==> src/rtl/id_ex_reg.sv <==
// ID/EX pipeline register: flush > hold > load-use bubble > capture > idle bubble.
// Define ID_EX_PERF_CNT_EN to build the bubble/flush/hold performance counters.

`ifndef XLEN
`define XLEN 32
`endif
`ifndef XREG_ADDRWIDTH
`define XREG_ADDRWIDTH 5
`endif
`ifndef NO_LOAD
`define NO_LOAD 5'd0
`endif
`ifndef FALSE
`define FALSE 1'b0
`endif
`ifndef ZERO_32BIT
`define ZERO_32BIT 32'h0000_0000
`endif

module id_ex_reg #(
    parameter int ALU_OP_W = 6,
    parameter int CNT_W    = 32
) (
    input  logic                       clk,
    input  logic                       rst,
    input  logic                       id_valid,
    input  logic [`XLEN-1:0]           rs1_data_id,
    input  logic [`XLEN-1:0]           rs2_data_id,
    input  logic [`XLEN-1:0]           imm_id,
    input  logic [`XLEN-1:0]           pc_id,
    input  logic [ALU_OP_W-1:0]        alu_op_id,
    input  logic                       rd_en_id,
    input  logic [`XREG_ADDRWIDTH-1:0] rd_addr_id,
    input  logic [4:0]                 load_flag_id,
    input  logic                       load_hazerd_stall,
    input  logic                       flush_ex,
    input  logic                       ex_ready,
    input  logic                       perf_clr,
    output logic                       id_ready,
    output logic                       ex_valid,
    output logic [`XLEN-1:0]           rs1_ex,
    output logic [`XLEN-1:0]           rs2_ex,
    output logic [`XLEN-1:0]           imm_ex,
    output logic [`XLEN-1:0]           pc_ex,
    output logic [ALU_OP_W-1:0]        alu_op_ex,
    output logic                       rd_en_ex,
    output logic [`XREG_ADDRWIDTH-1:0] rd_addr_ex,
    output logic [4:0]                 load_flag_ex,
    output logic [CNT_W-1:0]           bubble_cnt,
    output logic [CNT_W-1:0]           flush_cnt,
    output logic [CNT_W-1:0]           hold_cnt
);

    typedef enum logic [2:0] {
        ACT_FLUSH,
        ACT_HOLD,
        ACT_BUBBLE,
        ACT_CAPTURE,
        ACT_IDLE
    } action_e;

    action_e action;

    assign id_ready = ex_ready & ~load_hazerd_stall;

    always_comb begin
        action = ACT_IDLE;
        if (flush_ex)
            action = ACT_FLUSH;
        else if (!ex_ready)
            action = ACT_HOLD;
        else if (load_hazerd_stall)
            action = ACT_BUBBLE;
        else if (id_valid)
            action = ACT_CAPTURE;
    end

    // Flush, load-use and idle cycles all load the same empty bubble.
    always_ff @(posedge clk or posedge rst) begin
        if (rst) begin
            ex_valid     <= 1'b0;
            rs1_ex       <= '0;
            rs2_ex       <= '0;
            imm_ex       <= '0;
            pc_ex        <= '0;
            alu_op_ex    <= '0;
            rd_en_ex     <= `FALSE;
            rd_addr_ex   <= '0;
            load_flag_ex <= `NO_LOAD;
        end else begin
            case (action)
                ACT_HOLD: begin
                end
                ACT_CAPTURE: begin
                    ex_valid     <= 1'b1;
                    rs1_ex       <= rs1_data_id;
                    rs2_ex       <= rs2_data_id;
                    imm_ex       <= imm_id;
                    pc_ex        <= pc_id;
                    alu_op_ex    <= alu_op_id;
                    rd_en_ex     <= rd_en_id & (rd_addr_id != '0);
                    rd_addr_ex   <= rd_addr_id;
                    load_flag_ex <= load_flag_id;
                end
                default: begin
                    ex_valid     <= 1'b0;
                    rs1_ex       <= '0;
                    rs2_ex       <= '0;
                    imm_ex       <= '0;
                    pc_ex        <= '0;
                    alu_op_ex    <= '0;
                    rd_en_ex     <= `FALSE;
                    rd_addr_ex   <= '0;
                    load_flag_ex <= `NO_LOAD;
                end
            endcase
        end
    end

`ifdef ID_EX_PERF_CNT_EN
    localparam logic [CNT_W-1:0] CNT_ONE = {{(CNT_W-1){1'b0}}, 1'b1};

    logic [CNT_W-1:0] bubble_q;
    logic [CNT_W-1:0] flush_q;
    logic [CNT_W-1:0] hold_q;

    // Saturating event counters; only load-use bubbles count, not idle ones.
    always_ff @(posedge clk or posedge rst) begin
        if (rst) begin
            bubble_q <= '0;
            flush_q  <= '0;
            hold_q   <= '0;
        end else if (perf_clr) begin
            bubble_q <= '0;
            flush_q  <= '0;
            hold_q   <= '0;
        end else begin
            if (action == ACT_BUBBLE && bubble_q != '1)
                bubble_q <= bubble_q + CNT_ONE;
            if (action == ACT_FLUSH && flush_q != '1)
                flush_q <= flush_q + CNT_ONE;
            if (action == ACT_HOLD && hold_q != '1)
                hold_q <= hold_q + CNT_ONE;
        end
    end

    assign bubble_cnt = bubble_q;
    assign flush_cnt  = flush_q;
    assign hold_cnt   = hold_q;
`else
    logic perf_clr_unused;

    assign perf_clr_unused = perf_clr;
    assign bubble_cnt      = '0;
    assign flush_cnt       = '0;
    assign hold_cnt        = '0;
`endif

endmodule

==> config.mk <==
export PLATFORM = sky130hd
export DESIGN_NAME = id_ex_reg
export DESIGN_NICKNAME = d
export VERILOG_FILES = /design/src/rtl/id_ex_reg.sv
export SDC_FILE = /design/constraint.sdc
export NUM_CORES = 1
export LEC_CHECK = 0
export CORE_AREA = 2 2 154 156
export CTS_CLUSTER_SIZE = 30
export DETAILED_ROUTE_END_ITERATION = 16
export DIE_AREA = 0 0 156 158
export REMOVE_ABC_BUFFERS = 1
export SLEW_MARGIN = 20
export SYNTH_ARGS = -nofsm -noshare
export SYNTH_HDL_FRONTEND = slang
export SYNTH_SLANG_ARGS = --single-unit
==> constraint.sdc <==
create_clock -name clk -period 6.6 [get_ports clk]
set_clock_uncertainty 0.05 [all_clocks]
set_input_delay 0.66 -clock clk [delete_from_list [all_inputs] [get_ports clk]]
set_output_delay 0.66 -clock clk [all_outputs]
set_load 0.02 [all_outputs]
Word-level counts from Yosys, hierarchy flattened
Cells that the tools add are included.
Widths: inputs -> output; s select.
- register bits after elaboration: 146
- output and inout bits: 243
- logic and storage cells: 28
- equality and inequality tests: 2
- mux-type cells: 13
- bitwise gates (word level): 3
- reduce and logical (&&, ||, !) cells: 1
- operators by type and width (kind ; number):
    $pmux 32 s2 ; 4
    $pmux 5 s2 ; 2
    $mux 3 ; 4
    $pmux 6 s2 ; 1
    $reduce_bool 5->1 ; 1
    $pmux 1 s2 ; 2
    $eq 3x1->1 const B ; 1
    $eq 3x2->1 const B ; 1
    $and 1x1->1 ; 2
    $not 1->1 ; 1

Depth between registers and ports, before layout
Gate-level depths: netlist (run 1).
- word-level depth: 6
- depth in mapped cells: 5
- depth with buffers taken out: 3

Worst setup path before layout (run 1)
Ideal clock, no wire load.
- path kind: input port to output port
- start point: in ex_ready
- end point: out id_ready
- arrival: 0.987 ns
- required time: 5.890 ns
- slack: 4.903 ns
- stages: 1
- buffers on the path: 0
- cells stage by stage: nor2b_1
- cells in the longest elaborated chain, start to end: 1
- RTL lines (item ; RTL line ; source):
    start: declaration ; 37 ; input logic ex_ready,
    $and 1x1->1 ; 64 ; assign id_ready = ex_ready & ~load_hazerd_stall;
    end: declaration ; 39 ; output logic id_ready,
Every way passes these cells.

Worst setup path after layout (run 1)
Ends and elaborated chain as after synthesis.

==> results.cfg, run 1 <==
[run_status]
outcome = finished clean

[floorplan]
die-area_um2 = 24600
rows = 56
coreArea_um2 = 23100
io_pins = 395
start_util = 0.255
die_w_um = 156
die_h_um = 158

[clock_network]
cts_resized = 0
cts_tree = yes
cts_buffers = 17
worstSkewPairLatency_ps = 420
max-clock-path-buffers = 2
h-tree-depth = 4
root_buffer = clkbuf_16
clk_pin_slew_worst_paths_ps = 70
cts_setup_buffers = 0
cts_sinks = 146
cts.hold.buffers_added = 0

[worst_setup_path]
crit_path_max_fanout = 5
cp.required_ps = 5890
crit_path_start_kind = input pin
reg2reg_slack_ps = 5830
rr_startpoint = alu_op_ex[1]
worstSetupPathType = in -> out
crit_path_end_kind = output pin
r2r_cells = 1
worstPathArrival_ps = 2020
r2r-end = alu_op_ex[1]

[detailed_routing]
drcViolationCount = 0
drt_iter0_drc = 271
wl_um = 16700
firstDrtPassIters = 4
vias = 4284
wl_per_cell_um = 16.4
vias_per_cell = 4.20
ant_nets = 0

[finish]
fin_nets = 869
diodes = 0
mostFrequentLayoutCells = 297 x clkdlybuf4s50_1, 146 x dfrtp_1, 144 x a22o_1, 96 x conb_1, 17 x clkbuf_16
drive_gt1_frac = 0.0534
final_common_cell = clkdlybuf4s50_1
synthToLayoutAreaGrowth_pct = 58.4

[place]
port_buffers = 297
gp_congestion = 0.729
place_hpwl_um = 11200

[logic_synthesis]
synth_cell_types = 18
netlist.area_leader.share = 0.620
synth_area_leaders = dfrtp_1 62%, a22o_1 21%, buf_4 12%
synth-seq-cells = 146
synth_area_leader_cell = dfrtp_1
synth_area_per_cell_um2 = 13.7
synth_seq_area_share = 0.620
synthCells = 429
syn-cell-area_um2 = 5890
synth_warnings = 0

[sta]
setup_violations = 0
report.final.slew_viol_count = 0
min_period_ps = 2730
max_clock_freq_ghz = 0.366
relSlewSlack = 0.286
tns_ps = 0
hold_viol = 0
rsz0062_at_grt = false
period_share = 0.414
worst-slew-pin-transition_ps = 1070

[global_route]
grt_overflow = 0
antenna_found_initial = 0
grt_pass1_wl_um = 25000
grt_use_total = 0.133
grt_max_degree = 110
first_global_vias = 4357

[power_and_ir_drop]
max-vdd-ir-drop_v = 0.000117
p_leak_uw = 0.00424
power_density_nw_per_um2 = 232
totalPowerFinal_uw = 2170

[job]
cap_violations = 0

[hold_path]
whs_endpoint = rs2_ex[5]
hp-start = rs2_ex[5]
min_path_cells = 1
worstHoldPathType = reg -> reg
[cell usage after synthesis]
cell / instances
a21oi_1: 1
a22o_1: 144
a32o_1: 1
buf_2: 16
buf_4: 96
buf_6: 6
clkbuf_1: 9
conb_1: 1
dfrtp_1: 146
inv_1: 1
nand2_1: 1
nand2b_1: 1
nand3b_1: 1
nor2_1: 1
nor2_2: 1
nor2b_1: 1
nor3_1: 1
nor4bb_1: 1
[area by class of cell]
| cell class | count | area, um^2 |
|---|---|---|
| fillers | 2208 | 13700 |
| flip-flops and latches | 146 | 3650 |
| repair buffers | 301 | 3020 |
| multi-input cells | 250 | 1710 |
| clock buffers | 18 | 439 |
| well taps | 290 | 363 |
| clock inverters | 14 | 144 |
| inverters | 1 | 8.76 |
[metrics by stage]
| step | area, um^2 | setup WS, ps | cells | utilization | hold slack (ps) |
|---|---|---|---|---|---|
| CTS | 9330 | 3850 | 1020 | 0.405 | 459 |
| global route | 9330 | 3820 | 1020 | 0.405 | 465 |
| detailed placement | 8750 | 3670 | 988 | 0.379 | 440 |
| finish | 9330 | 3870 | 1020 | 0.405 | 452 |
| global placement | 8750 | 3710 | 988 | 0.379 | 427 |
| floorplan | 5340 | -5370 | 397 | - | 559 |
[kinds of logic after synthesis]
kind of cell	synth area share
AOI/OAI and AO/OA	0.217
DFF	0.620
buffers and inverters	0.154
and+or+nand+nor	0.00829
other	0.000637
[metal layers]
metal | vias to the layer above | GRT usage | routed length, um
met5 | - | 0 | 0
met4 | 0 | 0.0520 | 368
met3 | 24 | 0.0545 | 1550
met2 | 232 | 0.206 | 7750
met1 | 2064 | 0.166 | 7050
li1 | 1964 | - | -
[worst max-delay path by stage]
stage	startpoint	to	slack (ps)	cells after the start
after floorplan	flush_ex	rd_en_ex	-5370	2
after global placement	ex_ready	load_flag_ex[2]	3710	4
after detailed placement	ex_ready	imm_ex[21]	3670	4
after CTS	ex_ready	id_ready	3850	3
after global routing	ex_ready	id_ready	3820	3
final	ex_ready	id_ready	3870	3
[power breakdown]
part | switching, uW | leakage [uW] | internal (uW) | total [uW]
registers | 11.4 | 0.00202 | 916 | 927
clock network | 421 | 0.000287 | 543 | 964
logic | 146 | 0.00194 | 131 | 277
[worst max-delay path, stage by stage]
cell and delay [ps]:
clkdlybuf4s50_1 580, nor2b_1 160, clkdlybuf4s50_1 620
[sequential cells by signal (all words and copies together), names as in the netlist]
name and flops:
load_flag_ex 5, imm_ex 32, rd_en_ex 1, rs2_ex 32, rd_addr_ex 5, pc_ex 32, alu_op_ex 6, rs1_ex 32
ex_valid 1
Note: power is estimated with default switching activity, not from simulation.
==> run 2, diff against run 1 <==
clock period = 2.9 ns   (was 6.6 ns; I/O delays follow)
==> results.cfg, run 2 (same netlist as run 1, synthesis figures left out) <==
[floorplan]
start_util = 0.255
die-area_um2 = 24600
io_pins = 395
coreArea_um2 = 23100
rows = 56
die_w_um = 156
die_h_um = 158

[detailed_routing]
firstDrtPassIters = 4
vias = 4309
ant_nets = 0
vias_per_cell = 4.21
drt_iter0_drc = 184
drcViolationCount = 0
wl_per_cell_um = 16.1
wl_um = 16500

[worst_setup_path]
path_cells = clkdlybuf4s50_1 -> nor2b_1 -> clkdlybuf4s50_1
r2r-end = imm_ex[24]
slowest_stage = clkdlybuf4s50_1
r2r_cells = 1
crit_path_max_fanout = 5
rr_startpoint = imm_ex[24]
crit_path_frequent_cell = clkdlybuf4s50_1
critical-path-top-delay-family = buffers and inverters
slowest_delay_ps = 620
cp.buffers_inverters = 2
crit_path_end_kind = output pin
crit_path_start_kind = input pin
reg2reg_slack_ps = 2130
worstPathArrival_ps = 1650
cp.required_ps = 2560
worstSetupPathType = in -> out

[sta]
hold_viol = 0
setup_violations = 0
rsz0062_at_grt = false
report.final.slew_viol_count = 0
worst-slew-pin-transition_ps = 570
relSlewSlack = 0.620
max_clock_freq_ghz = 0.504
period_share = 0.685
min_period_ps = 1990

[finish]
final_common_cell = clkdlybuf4s50_1
register_area_um2 = 3650
multi_input_area_um2 = 1710
drive_gt1_frac = 0.0572
mostFrequentLayoutCells = 297 x clkdlybuf4s50_1, 146 x dfrtp_1, 144 x a22o_1, 96 x conb_1, 17 x clkbuf_16
fin_nets = 873
diodes = 0
fillers = 2184
synthToLayoutAreaGrowth_pct = 59.4
final_util = 0.407

[global_route]
first_global_vias = 4138
grt_overflow = 0
grt_use_total = 0.128
grt_max_degree = 121
grt_pass1_wl_um = 24300
antenna_found_initial = 0
met1_usage = 0.164
busiest_layer = met2
use_met2 = 0.199
gr-usage-met3 = 0.0468

[clock_network]
cts_resized = 0
cts.hold.buffers_added = 0
cts_sinks = 146
max-clock-path-buffers = 2
cts_setup_buffers = 0
root_buffer = clkbuf_16
worstSkewPairLatency_ps = 410
cts_tree = yes
cts_buffers = 17
h-tree-depth = 4
clk_pin_slew_worst_paths_ps = 60

[power_and_ir_drop]
power_density_nw_per_um2 = 522
p_leak_uw = 0.00426
max-vdd-ir-drop_v = 0.000377
totalPowerFinal_uw = 4900

[place]
place_hpwl_um = 11200
port_buffers = 297
gp_congestion = 0.737

[hold_path]
worstHoldPathType = in -> async

[job]
cap_violations = 0

[run_status]
outcome = finished clean
## run 2: cell types whose count changed in the layout (fill, tap and decap cells not counted)
cell	previous run	this run
buf_4	3	4
clkinv_4	3	4
inv_6	7	4
clkinv_2	1	2
buf_12	1	4
inv_8	2	1
clkinvlp_4	1	2
clkbuf_1	0	1
## run 2: final cells by class
class	count	area share
timing repair buffer	305	0.329
tap	290	0.0387
multi-input combinational	250	0.182
sequential	146	0.389
clock buffer	19	0.0472
inverter	1	0.000933
clock inverter	13	0.0136
## run 2: metrics by stage
| step | hold WS, ps | instance area, um^2 | TNS [ps] | setup slack [ps] | cells |
|---|---|---|---|---|---|
| after global placement | 426 | 8810 | 0 | 884 | 992 |
| after CTS | 275 | 9380 | 0 | 894 | 1024 |
| after detailed placement | 438 | 8810 | 0 | 853 | 992 |
| after floorplan | 303 | 5340 | -1436750 | -8700 | 397 |
| final | 250 | 9380 | 0 | 914 | 1024 |
| after global routing | 298 | 9380 | 0 | 865 | 1024 |
## run 2: per-layer routing
metal  up-vias  routed length, um  part of all wire
met5         -                  0                 0
met4         0                307             0.019
met3        17               1460             0.088
met2       228               7650              0.46
met1      2093               7070              0.43
li1       1971                  -                 -
## run 2: worst max-delay path by stage
stage	depth (start not counted)	start	slack (ps)	endpoint
detailed placement	4	ex_ready	850	imm_ex[21]
floorplan	2	flush_ex	-8700	rd_en_ex
global placement	4	ex_ready	880	rs1_ex[15]
finish	3	ex_ready	910	id_ready
CTS	3	ex_ready	890	id_ready
global route	3	ex_ready	870	id_ready
## run 2: report_power, final
group	total, uW	switching [uW]	internal [uW]
Sequential	2110	25.9	2080
Clock	2150	928	1220
Combinational	636	333	304
==> run 3, diff against run 2 <==
clock period = 1.9 ns   (was 2.9 ns; I/O delays follow)
==> results.cfg, run 3 (same netlist as run 1, synthesis figures left out) <==
[run_status]
outcome = finished clean

[sta]
min_period_ps = 1700
hold_viol = 0
setup_violations = 0
period_share = 0.897
tns_ps = 0
max_clock_freq_ghz = 0.587
report.final.slew_viol_count = 0
rsz0062_at_grt = false

[floorplan]
coreArea_um2 = 23100
die_h_um = 158
rows = 56
die_w_um = 156
io_pins = 395
die-area_um2 = 24600
start_util = 0.255

[clock_network]
cts_resized = 0
root_buffer = clkbuf_16
cts.hold.buffers_added = 0
worstSkewPairLatency_ps = 420
cts_sinks = 146
h-tree-depth = 4
cts_tree = yes
max-clock-path-buffers = 2
clk_pin_slew_worst_paths_ps = 70
cts_setup_buffers = 0
cts_buffers = 17

[worst_setup_path]
worstPathArrival_ps = 1460
slowest_delay_ps = 630
cp.required_ps = 1660
path_cells = clkdlybuf4s50_1 -> nor2b_1 -> clkdlybuf4s50_1
slowest_stage = clkdlybuf4s50_1
cp.buffers_inverters = 2
crit_path_end_kind = output pin
worstSetupPathType = in -> out
critical-path-top-delay-family = buffers and inverters
crit_path_frequent_cell = clkdlybuf4s50_1
crit_path_max_fanout = 3
crit_path_start_kind = input pin

[job]
cap_violations = 0

[detailed_routing]
drt_iter0_drc = 221
drcViolationCount = 0
wl_per_cell_um = 16.1
vias_per_cell = 4.21
vias = 4345
wl_um = 16600
firstDrtPassIters = 4
ant_nets = 0

[finish]
register_area_um2 = 3650
synthToLayoutAreaGrowth_pct = 61.6
final_common_cell = clkdlybuf4s50_1
multi_input_area_um2 = 1710
final_util = 0.413
fillers = 2174
diodes = 0
mostFrequentLayoutCells = 297 x clkdlybuf4s50_1, 146 x dfrtp_1, 144 x a22o_1, 96 x conb_1, 17 x clkbuf_16
final_cells = 1033
fin_area_um2 = 9520
drive_gt1_frac = 0.0700
fin_nets = 882

[power_and_ir_drop]
max-vdd-ir-drop_v = 0.000556
p_leak_uw = 0.00433
power_density_nw_per_um2 = 794

[place]
place_inst = 1001
gp_congestion = 0.735
placed_area_um2 = 8930
port_buffers = 297
place_hpwl_um = 11800

[global_route]
grt_use_total = 0.131
antenna_found_initial = 0
first_global_vias = 4267
grt_overflow = 0
grt_max_degree = 83
grt_pass1_wl_um = 24800

[hold_path]
worstHoldPathType = in -> async
## run 3: path summary, 6_finish.rpt
check | start | to | slack (ps) | cells past startpoint
setup / recovery | ex_ready | id_ready | 200 | 3
hold / removal | rst | rs1_ex[26] | 90 | 2
setup reg to reg | load_flag_ex[3] | load_flag_ex[3] | 1120 | 1
hold reg to reg | rs1_ex[13] | rs1_ex[13] | 450 | 1
max in group asynchronous | rst | rs2_ex[23] | 1140 | 3
min in group clk | alu_op_id[3] | alu_op_ex[3] | 310 | 2
## run 3: area by class of cell
class | instances | share of cell area
Clock buffer | 17 | 0.0447
Clock inverter | 15 | 0.0168
Inverter | 1 | 0.000920
Multi-Input combinational cell | 250 | 0.179
Sequential cell | 146 | 0.384
Tap cell | 290 | 0.0381
Timing Repair Buffer | 314 | 0.336
## run 3: power by group
group / leakage, uW / total [uW] / internal (uW) / switching, uW
Clock: 0.000290 / 3340 / 1770 / 1570
Combinational: 0.00203 / 993 / 480 / 513
Sequential: 0.00202 / 3220 / 3180 / 40.6
## run 3: routing by layer
layer,GRT usage,wire length [um],up-vias,share of wire
met4,0.0424,218,0,0.013
met5,0,0,-,0
li1,-,-,1993,-
met1,0.163,6850,2115,0.41
met3,0.0558,1640,13,0.099
met2,0.205,7910,224,0.48
## run 3: metrics by stage
stage | power, uW | setup slack (ps) | hold slack (ps)
floorplan | 3720 | -9600 | 203
global placement | 4270 | 125 | 425
global route | 7890 | 98.0 | 118
finish | 7550 | 195 | 88.2
CTS | 7670 | 142 | 90.3
detailed placement | 4280 | 78.9 | 438
